File: config.mk
export PLATFORM = sky130hd
export DESIGN_NAME = grad_update_sequencer
export DESIGN_NICKNAME = d
export VERILOG_FILES = /design/src/rtl/q_format_pkg.sv /design/src/rtl/q_mul_sat.sv /design/src/rtl/grad_update_sequencer.sv
export SDC_FILE = /design/constraint.sdc
export NUM_CORES = 1
export LEC_CHECK = 0
export ABC_AREA = 0
export CORE_MARGIN = 2
export CORE_UTILIZATION = 27
export DETAILED_ROUTE_END_ITERATION = 10
export PLACE_DENSITY = 0.41
export SLEW_MARGIN = 20
export SYNTH_ARGS = -nofsm -noshare
export SYNTH_HDL_FRONTEND = slang
export SYNTH_SLANG_ARGS = --single-unit
File: constraint.sdc
create_clock -name clk -period 10.65 [get_ports clk]
set_clock_uncertainty 0.1 [all_clocks]
set_input_delay 2.13 -clock clk [delete_from_list [all_inputs] [get_ports clk]]
set_output_delay 2.13 -clock clk [all_outputs]
set_load 0.01 [all_outputs]
File: src/rtl/q_format_pkg.sv
// Shared Q-format constants, signed Q typedef and the update-sequencer state enum.
// Default format is Q8.8; blocks may override widths through their own parameters.
package q_format_pkg;

    localparam int Q_FIXED_BITS = 8;
    localparam int Q_FRAC_BITS  = 8;
    localparam int Q_W          = Q_FIXED_BITS + Q_FRAC_BITS;

    typedef logic signed [Q_W-1:0] q_t;

    localparam q_t Q_MAX = {1'b0, {(Q_W-1){1'b1}}};
    localparam q_t Q_MIN = {1'b1, {(Q_W-1){1'b0}}};

    typedef enum logic [2:0] {
        ST_IDLE  = 3'd0,
        ST_READ  = 3'd1,
        ST_MUL   = 3'd2,
        ST_WRITE = 3'd3,
        ST_DONE  = 3'd4
    } seq_state_e;

endpackage

File: src/rtl/q_mul_sat.sv
// Signed Q multiply with arithmetic rescale (floor), plus a saturating subtract
// that clamps sub_a - sub_b to the W-bit signed range.
module q_mul_sat #(
    parameter int FIXED_BITS      = 8,
    parameter int FRACTIONAL_BITS = 8,
    localparam int W = FIXED_BITS + FRACTIONAL_BITS,
    localparam int P = 2*W - FRACTIONAL_BITS
) (
    input  logic signed [W-1:0] mul_a,
    input  logic signed [W-1:0] mul_b,
    output logic signed [P-1:0] prod,
    input  logic signed [W-1:0] sub_a,
    input  logic signed [P-1:0] sub_b,
    output logic signed [W-1:0] diff
);

    localparam logic signed [P:0] SAT_MAX = {{(P-W+2){1'b0}}, {(W-1){1'b1}}};
    localparam logic signed [P:0] SAT_MIN = {{(P-W+2){1'b1}}, {(W-1){1'b0}}};

    logic signed [2*W-1:0] full;
    logic signed [P:0]     a_x;
    logic signed [P:0]     b_x;
    logic signed [P:0]     d;

    assign full = mul_a * mul_b;
    assign prod = P'(full >>> FRACTIONAL_BITS);

    // Product keeps its integer growth, so the difference is formed wide enough
    // that an oversized product saturates rather than wrapping.
    assign a_x = (P+1)'(sub_a);
    assign b_x = (P+1)'(sub_b);
    assign d   = a_x - b_x;

    always_comb begin
        diff = d[W-1:0];
        if (d > SAT_MAX)
            diff = SAT_MAX[W-1:0];
        else if (d < SAT_MIN)
            diff = SAT_MIN[W-1:0];
    end

endmodule

File: src/rtl/grad_update_sequencer.sv
// SGD weight-update sequencer: per index READ -> MUL -> WRITE, w <= sat(w - lr*g).
// Optional gradient clamp enabled by defining GRAD_CLIP_EN (adds clip_limit port).
module grad_update_sequencer
    import q_format_pkg::*;
#(
    parameter int FIXED_BITS      = Q_FIXED_BITS,
    parameter int FRACTIONAL_BITS = Q_FRAC_BITS,
    parameter int NUM_WEIGHTS     = 16,
    parameter int ADDR_W          = (NUM_WEIGHTS > 1) ? $clog2(NUM_WEIGHTS) : 1,
    localparam int W = FIXED_BITS + FRACTIONAL_BITS
) (
    input  logic                clk,
    input  logic                rst,
    input  logic                start,
    input  logic                abort,
    input  logic signed [W-1:0] lr,
`ifdef GRAD_CLIP_EN
    input  logic signed [W-1:0] clip_limit,
`endif
    output logic                busy,
    output logic                done,
    output logic                rd_en,
    output logic [ADDR_W-1:0]   rd_addr,
    input  logic signed [W-1:0] grad_rd_data,
    input  logic signed [W-1:0] w_rd_data,
    output logic                w_wr_en,
    output logic                grad_clr_en,
    output logic [ADDR_W-1:0]   wr_addr,
    output logic signed [W-1:0] w_wr_data
);

    localparam int P = 2*W - FRACTIONAL_BITS;
    localparam logic [ADDR_W-1:0] LAST_IDX = ADDR_W'(NUM_WEIGHTS - 1);

    seq_state_e          state_q, state_d;
    logic [ADDR_W-1:0]   idx_q;
    logic signed [W-1:0] lr_q;
    logic signed [W-1:0] w_q;
    logic signed [P-1:0] prod_q;
    logic signed [P-1:0] prod_c;
    logic signed [W-1:0] diff_c;
    logic signed [W-1:0] g_eff;

`ifdef GRAD_CLIP_EN
    always_comb begin
        g_eff = grad_rd_data;
        if (grad_rd_data > clip_limit)
            g_eff = clip_limit;
        else if (grad_rd_data < -clip_limit)
            g_eff = -clip_limit;
    end
`else
    assign g_eff = grad_rd_data;
`endif

    q_mul_sat #(
        .FIXED_BITS      (FIXED_BITS),
        .FRACTIONAL_BITS (FRACTIONAL_BITS)
    ) u_mul_sat (
        .mul_a (g_eff),
        .mul_b (lr_q),
        .prod  (prod_c),
        .sub_a (w_q),
        .sub_b (prod_q),
        .diff  (diff_c)
    );

    always_comb begin
        state_d = state_q;
        case (state_q)
            ST_IDLE:  if (start) state_d = ST_READ;
            ST_READ:  state_d = abort ? ST_IDLE : ST_MUL;
            ST_MUL:   state_d = abort ? ST_IDLE : ST_WRITE;
            ST_WRITE: begin
                if (abort)
                    state_d = ST_IDLE;
                else if (idx_q == LAST_IDX)
                    state_d = ST_DONE;
                else
                    state_d = ST_READ;
            end
            ST_DONE:  state_d = ST_IDLE;
            default:  state_d = ST_IDLE;
        endcase
    end

    always_ff @(posedge clk) begin
        if (rst) begin
            state_q <= ST_IDLE;
            idx_q   <= '0;
            lr_q    <= '0;
            w_q     <= '0;
            prod_q  <= '0;
        end else begin
            state_q <= state_d;
            if (state_q == ST_IDLE && start) begin
                lr_q  <= lr;
                idx_q <= '0;
            end
            if (state_q == ST_MUL) begin
                w_q    <= w_rd_data;
                prod_q <= prod_c;
            end
            if (state_q == ST_WRITE && state_d == ST_READ)
                idx_q <= idx_q + ADDR_W'(1);
            else if (state_q != ST_IDLE && state_d == ST_IDLE)
                idx_q <= '0;
        end
    end

    // Everything below decodes registered state only.
    assign busy        = (state_q == ST_READ) || (state_q == ST_MUL) || (state_q == ST_WRITE);
    assign done        = (state_q == ST_DONE);
    assign rd_en       = (state_q == ST_READ);
    assign rd_addr     = idx_q;
    assign w_wr_en     = (state_q == ST_WRITE);
    assign grad_clr_en = (state_q == ST_WRITE);
    assign wr_addr     = idx_q;
    assign w_wr_data   = w_wr_en ? diff_c : '0;

endmodule

==> out/metrics.cfg <==
[clock_network]
cts_tree=done
cts_hold_buffers=0
clk_root_buffer_cell=sky130_fd_sc_hd__clkbuf_16
clock-sinks=63
cts_max_level=3
post-cts-setup-buffer-count=0
num_cts_buffers=9
worst_path_clk_slew_ns=0.06
cts_resized=0
max-clock-path-buffers=2
insertion_delay_ns=0.34

[sta]
finalHoldViolCount=0
post_layout_min_period_ns=9.02
highest_achievable_clock_rate_mhz=111
max_slew.worst_pin.slew_ns=1.01
finalMaxSlewViolations=0
setup_tns_ns=0
final.period_utilization_pct=84.7
grt_setup_unrepaired=no
timing.slew.headroom_pct=30.6
setup_viol=0

[critical_path]
critPathRequiredTime_ns=10.78
path_class=in -> reg
setup.worst_path.start_class=input pin
cp_data_arrival_time_ns=9.14
critical_path.max_fanout=16
critical-path-slowest-cell=sky130_fd_sc_hd__clkdlybuf4s50_1
end_kind=flop
timing.critical_path.cells=clkdlybuf4s50_1 > and2_1 > fa_1 > inv_1 > fa_1 > inv_1 > fa_1 > fa_1 > fa_1 > inv_1 > fa_1 > inv_1 > ha_1 > a21o_1 > a21o_1 > a21o_1 > or3_1 > o21ai_2 > o211ai_1 > o41a_1 > a21oi_1 > nor4_1 > a311o_1
critical-path-max-stage-delay_ns=0.77
worst_path_most_repeated_cell=sky130_fd_sc_hd__fa_1

[synthesis]
ys_types=70
synthTopCellsByArea=sky130_fd_sc_hd__fa_1, sky130_fd_sc_hd__ha_1, sky130_fd_sc_hd__inv_1
synth_top_area_cell=sky130_fd_sc_hd__fa_1
syn-num-nets=1984
asyncSetResetFlopFracSynth_pct=0
most_used_standard_cell_by_instance_count_after_synthesis=sky130_fd_sc_hd__inv_1
dominant_synthesized_flop_cell=sky130_fd_sc_hd__dfxtp_1
post_synth_inst_count=1566
flip_flop_and_latch_count_after_synthesis=63
synth_seq_area_share_pct=9.37
netlist.area_leader.share_pct=39.0
synthesized_area_divided_by_synthesized_cell_count_um2=8.60
edff_count_synth=0
mappedNetlistArea_um2=13500
yosys_warnings=0
post_synth_most_frequent_cells=sky130_fd_sc_hd__inv_1, sky130_fd_sc_hd__fa_1, sky130_fd_sc_hd__nand2_1

[floorplanning]
die-area_um2=51700
core_area_um2=49100
die-width_um=227
die_h_um=227
floorplan.initialDensity_pct=27.5
placementRows=81
ios=81

[drt]
drc=0
final_antenna_net_count=0
drt-initial-drc-count=416
wirelength_per_cell_um=15.5
post_drt_via_cell_ratio=4.42
detail_route.wirelength_um=35300
dr_total_vias=10000
detail_route.first_pass.iterations=4

[worst_hold_path]
tightest_hold_check_type=reg -> reg

[global_routing]
grtUsageTotal_pct=14.7
grt_max_degree=63
wire_length_of_the_first_global_routing_pass_um=58900
grt_overflow=0
antenna_found_initial=1
grt_pass1_vias=11300

[layout]
flow.area_growth_from_synthesis_pct=12.9
n_fill_cell=5357
post_route_cells_drive_above_1_share_pct=3.48
finalNetCount=2020
seq_area_um2=1260
layout.cells.non_filler=2271
multi_input_comb_area_um2=10600
antenna_cells_inserted=0

[power]
ir_worst_vdd_mv=0.0885
power_density_nw_per_um2=135
p_leak_nw=7.10

[placement]
port_buffers=80
final_estimated_routing_congestion_in_global_placement=0.781
dp_hpwl_um=29300
placed_cell_count=2255

[flow_run]
cap_viol_max_count=0

[status]
status=finished, final reports clean

routing by layer:
metal  vias up  wire (um)  global-route usage, %
met4         2        692                   2.93
met5         -         13                      0
met3        41        743                   1.66
met2       115      18500                   27.7
met1      5041      15400                   17.8
li1       4838          -                      -
through the flow:
stage | util [%] | total power [mW] | instance area [um2] | hold slack (ns) | setup slack (ns)
floorplan | - | 1.41 | 13500 | 0.332 | 2.51
global placement | 30.4 | 1.79 | 14900 | 0.345 | 1.35
CTS | 31.0 | 2.11 | 15200 | 0.356 | 1.65
global route | 31.0 | 2.32 | 15200 | 0.369 | 1.30
finish | 31.0 | 2.05 | 15200 | 0.352 | 1.63
detailed placement | 30.4 | 1.79 | 14900 | 0.349 | 1.32
where the power goes:
group          internal [mW]  switching, mW
sequential             0.250         0.0250
clock                  0.181          0.119
combinational          0.639          0.841
total                   1.07          0.984
critical path, delay by kind of cell:
family | cells | cell delay (ns)
adders and majority gates | 7 | 3.33
AOI/OAI and AO/OA | 8 | 1.90
buffers and inverters | 5 | 0.97
and+or+nand+nor | 3 | 0.79
path summary, 6_finish.rpt:
check | startpoint | cells after the start | to | slack, ns
min | prod_q[7] | 2 | prod_q[7] | 0.35
max | grad_rd_data[5] | 23 | prod_q[22] | 1.63
max reg2reg | lr_q[5] | 22 | prod_q[22] | 3.58
min reg2reg | prod_q[7] | 2 | prod_q[7] | 0.35
logic make-up after synthesis:
family,synth area share [%]
AO/OA/AOI/OAI,9.71
XOR/XNOR,3.32
adder cells (fa/ha/maj),48.6
buffers and inverters,11.7
flip-flops,9.37
multiplexers,0.297
AND/OR/NAND/NOR,17.0
layout by cell type (no fill, tap or decap), types with 4 or more instances in the layout:
cell type,synthesis,final
sky130_fd_sc_hd__a31oi_1,4,4
sky130_fd_sc_hd__or3_1,4,4
sky130_fd_sc_hd__ha_1,104,104
sky130_fd_sc_hd__nand3_1,12,12
sky130_fd_sc_hd__nor3_1,8,8
sky130_fd_sc_hd__clkdlybuf4s50_1,0,79
sky130_fd_sc_hd__a21oi_1,81,81
sky130_fd_sc_hd__nor2b_1,4,4
sky130_fd_sc_hd__and2_1,118,118
sky130_fd_sc_hd__nand2_1,237,237
sky130_fd_sc_hd__o21ai_0,30,30
sky130_fd_sc_hd__o211ai_1,7,7
sky130_fd_sc_hd__fa_1,262,262
sky130_fd_sc_hd__o21bai_1,8,8
sky130_fd_sc_hd__a21o_1,13,13
sky130_fd_sc_hd__inv_1,338,338
sky130_fd_sc_hd__xnor2_1,36,36
sky130_fd_sc_hd__mux2i_1,4,4
sky130_fd_sc_hd__nor2_1,45,45
sky130_fd_sc_hd__xor2_1,15,15
sky130_fd_sc_hd__a211oi_1,6,6
sky130_fd_sc_hd__nand2b_1,12,12
sky130_fd_sc_hd__nand4_1,7,7
sky130_fd_sc_hd__buf_4,5,14
sky130_fd_sc_hd__dfxtp_1,63,63
sky130_fd_sc_hd__clkbuf_16,0,9
sky130_fd_sc_hd__o21ai_1,10,10
sky130_fd_sc_hd__o21a_1,9,9
sky130_fd_sc_hd__nor4_1,4,4
flip-flops by register name, indices dropped and copies added (netlist names):
name and cells:
prod_q 24, w_q 16, lr_q 16, rd_addr 4, state_q 3
cell type report:
type	count	area share [%]
Clock buffer	9	1.48
Inverter	338	8.35
Sequential cell	63	8.30
Clock inverter	7	0.478
Tap cell	664	5.47
Timing Repair Buffer	94	5.93
Multi-Input combinational cell	1096	70.0
Power figures use the tool's default switching activity.
==> RTL edit (same settings) <==
`NUM_WEIGHTS`: 16 -> 8.
--- a/src/rtl/grad_update_sequencer.sv
+++ b/src/rtl/grad_update_sequencer.sv
@@ -5,7 +5,7 @@
 #(
     parameter int FIXED_BITS      = Q_FIXED_BITS,
     parameter int FRACTIONAL_BITS = Q_FRAC_BITS,
-    parameter int NUM_WEIGHTS     = 16,
+    parameter int NUM_WEIGHTS     = 8,
     parameter int ADDR_W          = (NUM_WEIGHTS > 1) ? $clog2(NUM_WEIGHTS) : 1,
     localparam int W = FIXED_BITS + FRACTIONAL_BITS
 ) (
Ports: changed (resized rd_addr and wr_addr); port bits go from 81 to 79. No check against the original RTL was run, so the function may have changed too.
==> RTL edit against the original RTL <==
  * Power is 0.67% higher
  * Wire length is 9.7% higher
  * Cell area grew 1.4%
  * Register-to-register slack improved by 0.21 ns
  * First-iteration DRC count increased by 6.5%
  * Synthesized area is 1.9% higher
  * Worst setup slack improved by 0.24 ns
  * Sequential cell count is 1 lower
==> RTL edit: results (changes against the original RTL) <==
Status - finished clean
Vias per cell - 4.61 (+4.2%)
CTS Buffer Depth - 2 (unchanged)
Unique masters post-synth - 80 (+14%)
Syn_area_per_cell - 8.64 um^2 (+0.46%)
End of the worst register-to-register path - prod_q[12]
Worst R2R Start - lr_q[8]
CP Max Fanout - 16 (unchanged)
PostCTS Resize Cnt - 0 (unchanged)
H-tree levels - 3 (unchanged)
Iteration-0 DRC Markers - 443 (+6.5%)
Setup TNS - 0 ns (unchanged)
Post-DP HPWL - 31,000 um (+5.8%)
Regs by FF count - prod_q x24, lr_q x16, w_q x16
Wirelength per Cell - 16.8 um (+8.3%)
Largest net degree at the start of global routing - 66 (+4.8%)
Yosys Warn Count - 0 (unchanged)
# port buffers - 78 (-2.5%)
R2R Setup Slk - 3.79 ns (+0.21 ns)
First-pass GRT wire length - 64,600 um (+9.6%)
Top cells by count, synth - inv_1 (347), fa_1 (262), nand2_1 (238)
LEAKAGE - 7.17 nW (+0.95%)
Async set-reset flop share out of synthesis - 0% (unchanged)
Pre-antenna DRT Iters - 4 (unchanged)
CTS Buf Count - 9 (unchanged)
Filler cell count - 5,344 (-0.24%)
Cells on Worst Hold Path - 2 (unchanged)
CTS Root Cell - clkbuf_16
GRT Overall Usage - 15.5% (+0.89 points)
Share of layout cells above drive strength 1 - 3.63% (+0.15 points)
Slew @ Worst Pin - 1.02 ns (+0.0103 ns)
Worst hold start - prod_q[14]
WHS Endpoint - prod_q[14]
Max IR drop VDD - 85.8 uV (-3.1%)
Crit path DAT - 8.91 ns (-0.23 ns)
Hold Slack - 0.353 ns (+0.00125 ns)
Clk Latency, worst-skew pair - 0.34 ns (about the same)
Layout Nets - 2,039 (+0.94%)
Dominant synthesized flop cell - dfxtp_1
Initial antenna violation count - 2 (+1)
Clock transition at path regs - 0.06 ns (about the same)
RePlAce Congestion - 0.798 (+2.2%)
Number of global-route vias before repair - 11,900 (+5.1%)
Main area contributors after synthesis - fa_1 (38%), ha_1 (9.6%), inv_1 (9.5%)
Hold WC Path Type - flop to flop
R2R cell count - 21 (-4.5%)
Sequential element share of the synthesized area - 9.04% (-0.32 points)
Inst Count DP - 2,281 (+1.2%)
Via count - 10,600 (+5.5%)
Post-CTS Setup Bufs - 0 (unchanged)
RTL edit: critical path, stage by stage:
cell and delay (ns):
clkdlybuf4s50_1 0.84, and2_1 0.41, fa_1 0.53, inv_1 0.05, fa_1 0.45, fa_1 0.49, fa_1 0.54, inv_1 0.05
fa_1 0.47, inv_1 0.05, fa_1 0.51, inv_1 0.05, ha_1 0.37, nand3_1 0.10, nor2_1 0.21, nand4_1 0.12
o22ai_1 0.47, o21ai_1 0.16, a21boi_0 0.49, o21ai_0 0.14, a32o_1 0.27
RTL edit: layout make-up:
| cell class | count | area [um^2] | share of cell area, % |
|---|---|---|---|
| repair buffers | 88 | 851 | 5.52 |
| well taps | 672 | 841 | 5.46 |
| flip-flops and latches | 62 | 1240 | 8.06 |
| clock inverters | 7 | 50.0 | 0.325 |
| diodes | 2 | 5.00 | 0.0325 |
| inverters | 347 | 1300 | 8.45 |
| clock buffers | 9 | 225 | 1.46 |
| multi-input cells | 1112 | 10900 | 70.7 |
RTL edit: cell families (layout without fill, tap and decap cells):
family	count (synthesis)	count (layout)	synth area share, %
mux	2	2	0.155
flops	62	62	9.04
other cells	0	2	0
simple gates	489	489	17.6
fa+ha+maj	367	367	47.8
buf+inv	415	451	11.7
xor+xnor	31	31	1.98
compound gates	223	223	11.7
RTL edit: metal layers:
metal | vias up | wire length (um) | track usage (%)
met5 | - | 0 | 0
met4 | 0 | 408 | 2.33
met3 | 25 | 977 | 1.57
met2 | 147 | 19500 | 28.2
met1 | 5397 | 17800 | 20.2
li1 | 5020 | - | -
RTL edit: worst max path at each step:
| stage | from | to | slack (ns) | cells after the start |
|---|---|---|---|---|
| floorplan | grad_rd_data[15] | prod_q[21] | 2.78 | 20 |
| global placement | grad_rd_data[12] | prod_q[22] | 1.65 | 20 |
| detailed placement | grad_rd_data[12] | prod_q[12] | 1.49 | 20 |
| CTS | grad_rd_data[12] | prod_q[12] | 1.87 | 20 |
| global route | grad_rd_data[11] | prod_q[12] | 1.44 | 21 |
| finish | grad_rd_data[7] | prod_q[12] | 1.87 | 21 |
RTL edit: stage by stage:
| step | cell area (um^2) | setup slack, ns |
|---|---|---|
| final | 15400 | 1.87 |
| after global routing | 15400 | 1.44 |
| after CTS | 15400 | 1.87 |
| after detailed placement | 15100 | 1.49 |
| after global placement | 15100 | 1.65 |
| after floorplan | 13700 | 2.78 |
RTL edit: where the power goes:
| part | internal [mW] | leakage, nW | total, mW | switching, mW |
|---|---|---|---|---|
| combinational | 0.623 | 6.54 | 1.52 | 0.893 |
| clock | 0.158 | 0.133 | 0.281 | 0.123 |
| sequential | 0.247 | 0.503 | 0.272 | 0.0251 |
